[src/rtl/regfile_scoreboard.sv]
// ==== regfile_scoreboard : multi-port integer register file with busy-bit scoreboard -- rev 1.0 ====
`default_nettype none

module regfile_scoreboard #(
  parameter int XLEN       = 32,
  parameter int AW         = 5,
  parameter int NRP        = 2,
  parameter int NWP        = 1,
  parameter int SYNC_READ  = 1,
  parameter int BYPASS     = 1,
  parameter int INIT_INDEX = 1
) (
  input  logic                  clk,
  input  logic                  rst,
  input  logic [NRP-1:0]        rd_en,
  input  logic [NRP*AW-1:0]     rd_addr,
  output logic [NRP*XLEN-1:0]   rd_data,
  output logic [NRP-1:0]        rd_busy,
  output logic                  hazard,
  input  logic [NWP-1:0]        wr_en,
  input  logic [NWP*AW-1:0]     wr_addr,
  input  logic [NWP*XLEN-1:0]   wr_data,
  input  logic                  iss_en,
  input  logic [AW-1:0]         iss_addr,
  output logic [(2**AW)-1:0]    busy_vec
);

  localparam int   C_DEPTH = 2**AW;
  localparam logic C_BYP   = (BYPASS != 0);
  localparam logic C_INIT  = (INIT_INDEX != 0);

  logic [XLEN-1:0]    rf_q [C_DEPTH];
  logic [XLEN-1:0]    rf_d [C_DEPTH];
  logic [C_DEPTH-1:0] busy_q;
  logic [C_DEPTH-1:0] busy_d;
  logic [NRP*XLEN-1:0] rd_val;

  // Ascending port order makes the highest-index writer win on a collision.
  always_comb begin
    rf_d = rf_q;
    for (int w = 0; w < NWP; w++) begin
      if (wr_en[w]) begin
        rf_d[wr_addr[w*AW +: AW]] = wr_data[w*XLEN +: XLEN];
      end
    end
    if (rst) begin
      for (int i = 0; i < C_DEPTH; i++) begin
        rf_d[i] = C_INIT ? XLEN'(i) : '0;
      end
    end
    rf_d[0] = '0;
  end

  // Issue is applied after the write clear so a same-cycle set wins.
  always_comb begin
    busy_d = busy_q;
    for (int w = 0; w < NWP; w++) begin
      if (wr_en[w]) begin
        busy_d[wr_addr[w*AW +: AW]] = 1'b0;
      end
    end
    if (iss_en) begin
      busy_d[iss_addr] = 1'b1;
    end
    if (rst) begin
      busy_d = '0;
    end
    busy_d[0] = 1'b0;
  end

  always_ff @(posedge clk) begin
    rf_q   <= rf_d;
    busy_q <= busy_d;
  end

  assign busy_vec = busy_q;

  generate
    for (genvar p = 0; p < NRP; p++) begin : g_rport
      logic [AW-1:0]   ra;
      logic            hit;
      logic [XLEN-1:0] fwd;

      assign ra = rd_addr[p*AW +: AW];

      always_comb begin
        hit = 1'b0;
        fwd = '0;
        for (int w = 0; w < NWP; w++) begin
          if (wr_en[w] && (wr_addr[w*AW +: AW] == ra) && (ra != '0)) begin
            hit = 1'b1;
            fwd = wr_data[w*XLEN +: XLEN];
          end
        end
      end

      assign rd_val[p*XLEN +: XLEN] = (C_BYP && hit) ? fwd : rf_q[ra];
      // A bypassed write clears the busy view in the same cycle, so no stall.
      assign rd_busy[p] = busy_q[ra] & ~(C_BYP & hit);
    end
  endgenerate

  assign hazard = |(rd_en & rd_busy);

  generate
    if (SYNC_READ != 0) begin : g_sync_read
      logic [NRP*XLEN-1:0] rd_data_q;
      logic [NRP*XLEN-1:0] rd_data_d;

      always_comb begin
        rd_data_d = rst ? '0 : rd_val;
      end

      always_ff @(posedge clk) begin
        rd_data_q <= rd_data_d;
      end

      assign rd_data = rd_data_q;
    end else begin : g_comb_read
      assign rd_data = rd_val;
    end
  endgenerate

endmodule

`default_nettype wire

[config.mk]
export PLATFORM = sky130hd
export DESIGN_NAME = regfile_scoreboard
export DESIGN_NICKNAME = d
export VERILOG_FILES = /design/src/rtl/regfile_scoreboard.sv
export SDC_FILE = /design/constraint.sdc
export NUM_CORES = 2
export LEC_CHECK = 0
export ABC_AREA = 1
export BUFFER_PORTS_ARGS = -buffer_cell sky130_fd_sc_hd__buf_4
export CAP_MARGIN = 20
export CELL_PAD_IN_SITES_DETAIL_PLACEMENT = 0
export CELL_PAD_IN_SITES_GLOBAL_PLACEMENT = 2
export CORE_AREA = 2 2 365 458
export CTS_CLUSTER_DIAMETER = 60
export DETAILED_ROUTE_END_ITERATION = 16
export DIE_AREA = 0 0 367 460
export PLACE_DENSITY = 0.81
export SLEW_MARGIN = 15
export SYNTH_ARGS = -nofsm -noshare
export SYNTH_HDL_FRONTEND = slang
export SYNTH_SLANG_ARGS = --single-unit
[constraint.sdc]
create_clock -name clk -period 2.5 [get_ports clk]
set_input_delay 0.5 -clock clk [delete_from_list [all_inputs] [get_ports clk]]
set_output_delay 0.5 -clock clk [all_outputs]
set_load 0.01 [all_outputs]
==> reports/metrics.yaml <==
placed_design:
  finalWeightedCongestion: 0.900
  dp_hpwl_mm: 164
  dp.cells: 10600
  port_buffers: 155
power_and_ir_drop:
  powerDensity_nw_per_um2: 665
  p_sw_share_pct: 28.3
  pwr-share-comb_pct: 13.0
  p_switching_mw: 12.5
  seqPwrFrac_pct: 40.4
  p_int_mw: 31.7
  ir_worst_vdd_mv: 0.756
  leakagePower_nw: 26.8
  clkPwrFrac_pct: 46.6
sta:
  rsz0062_at_grt: "yes"
  setup_tns_ps: -311
  fin_crit_sh_pct: 107
  fin_crit_ps: 2670
  worstMarginPinSlew_ps: 788
  clock_skew_ps: 29.7
  slew_headroom_pct: 47.4
  setup_viol: 2
  hold_viol: 0
  max_clock_freq_mhz: 375
  setup_ws_ps: -167
  final_max_slew_viol_count: 0
floorplanning:
  dieHeight_microns: 460
  coreArea_sq_um: 165000
  rows: 167
  dieWidth_microns: 367
  ios: 157
  start_util_pct: 34.8
  die-area_sq_um: 169000
clock_network:
  cts_inserted_buffers: 135
  clkTransAtPathRegs_ps: 60
  cts_max_level: 4
  clock_latency_ps: 810
  root_buffer: "clkbuf_16"
  clock_path_buffers: 3
  cts_tree: "yes"
  cts_sinks: 1087
outcome:
  failed_checks: "negative setup slack"
  status: "finished with violations"
worst_hold_path:
  min_path_type: "in -> reg"
global_routing:
  overflow: 0
  grt_pass1_vias: 55700
  grt_pass1_wl_mm: 396
  grt_usage_pct: 31.4
  grt_max_degree: 103
  antenna_found_initial: 8
critical_path:
  crit_path_end_kind: "output pin"
  crit_top_cell: "nand3_1"
  path_delay_family: "simple AND/OR/NAND/NOR gates"
  worstSetupStartpointType: "flop"
  critPathMaxFanout: 3
  cp.required_ps: 2000
  worst-path-buf-inv: 2
  crit_path_cell_trace: "nand2_1, nand3_1, nand3_1, nand3_1, nand3_2, nand2_2, nand2_2, nor2_4, buf_6, buf_6"
  criticalPathCategory: "reg -> out"
  slowest_stage: "dfxtp_4"
  max_stage_delay_ps: 370
  arrival_ps: 2170
synthesis:
  yosysWarnings: 0
  yosys.cell_types.count: 31
  synth_xor_area_share_pct: 0.0153
  synth_nets: 8829
  synth_compound_area_share_pct: 27.3
  ys_seq_elements: 1087
  yosys.area_share.adder_pct: 0
  seq_area_frac_synth_pct: 38.0
  synth_top_family_by_area: "compound AO/OA/AOI/OAI gates"
  synthMuxAreaShare_pct: 0
  netlist_area_sq_um: 57300
  synth-simple-area-share_pct: 22.6
  syn_inst: 8771
  synth_area_per_cell_sq_um: 6.53
routing:
  drt-initial-drc-count: 6639
  firstDrtPassIters: 6
  postRouteAntennaNets: 0
  finalWirelength_mm: 274
  num_vias: 61000
  wire_per_inst_microns: 25.3
  drc: 0
  via_per_inst: 5.62
final_layout:
  num-fill-cells: 17400
  final_cell_mix: "1520 x nand2_1, 1295 x o21ai_0, 1164 x a21oi_1"
  drive_gt1_share_pct: 9.80
  layout_commonest_cell: "nand2_1"
  nets: 8607
  fin_cells: 10900
  syn_to_final_growth_pct: 16.3
flow_run:
  maxCapViolations: 0
==> power groups by stage <==
stage                     clock (mW)  sequential [mW]  combinational [mW]
after CTS                       20.9             17.9                5.68
after floorplan                    0             18.2                3.26
after detailed placement           0             18.2                5.64
after global routing            21.6             17.9                6.22
after global placement             0             18.3                5.61
final                           20.6             17.8                5.76
==> per-layer routing <==
| layer | global-route usage, % | share of wire [%] | wire length [microns] | vias to the layer above |
|---|---|---|---|---|
| li1 | - | - | - | 28900 |
| met1 | 41.6 | 43 | 117000 | 28800 |
| met2 | 50.3 | 45 | 124000 | 2653 |
| met3 | 4.92 | 7.7 | 21100 | 551 |
| met4 | 14.0 | 4.5 | 12400 | 4 |
| met5 | 0 | 0.0084 | 23 | - |
==> worst register-to-register path: cells and delay by family, from the launching register on <==
family,cells,cell delay (ps)
AO/OA/AOI/OAI,3,390
buffers and inverters,2,240
flip-flops,1,320
AND/OR/NAND/NOR,4,600
==> path summary, 6_finish.rpt <==
kind	cells after the start	end	from	slack, ps
worst max-delay path	10	rd_busy[1]	busy_vec[31]	-170
worst min-delay path	4	busy_vec[6]	iss_addr[3]	60
worst max register to register	9	rd_data[3]	rf_q[579]	890
worst min register to register	2	rf_q[361]	rf_q[361]	460
==> state kept, by name (all words and copies together), names as in the netlist <==
| signal | cells |
|---|---|
| rd_data | 64 |
| busy_vec | 31 |
| rf_q | 992 |
==> timing repair <==
item	in CTS	in global routing
setup endpoints to repair	3	3
resized for setup	77	14
buffers inserted	15	1
hold buffers	2	0
gates cloned	0	0
pin swaps	8	7
hold endpoints to repair	3	0
==> cell families (layout without fill, tap and decap cells) <==
group | after synthesis | count (layout)
flip-flops | 1087 | 1087
AO/OA/AOI/OAI | 2918 | 2918
other | 1 | 7
buffers and inverters | 1738 | 1621
AND/OR/NAND/NOR | 3026 | 3026
XOR/XNOR | 1 | 1
==> area by class of cell <==
class	instances	area (sq um)	share of cell area, %
multi-input combinational	5946	28800	43.3
clock buffer	206	4140	6.22
tap	2197	2750	4.13
timing repair buffer	491	5130	7.71
antenna	6	15.0	0.0226
clock inverter	36	478	0.718
inverter	888	3390	5.09
sequential	1087	21900	32.8
==> cells in the mapped netlist (all sizes together) <==
cell type     n  area share, %
nand2      1532             10
o21ai      1317             12
a21oi      1166             10
dfxtp      1087             38
nand3      1060            9.3
inv         882            5.8
clkbuf      569            3.7
o211ai      407            5.3
nor2        398            2.8
buf         281            2.5
a31oi        23           0.25
nor3         18           0.19
nand4        13           0.14
clkinv        6          0.039
o22ai         5          0.055
or2           5          0.055
conb          1         0.0065
xor2          1          0.015
==> per-stage QoR <==
step                utilization (%)  cell area (sq um)  hold slack (ps)  worst slack (ps)  power (mW)
detailed placement             37.4              61600              446              -211        23.9
CTS                            40.4              66500             2.52              -199        44.5
global route                   40.4              66600             66.9              -239        45.7
finish                         40.4              66600             56.5              -167        44.2
floorplan                         -              57300              430               240        21.4
global placement               37.4              61600              441              -214        23.9
(Power assumes the default switching activity.)
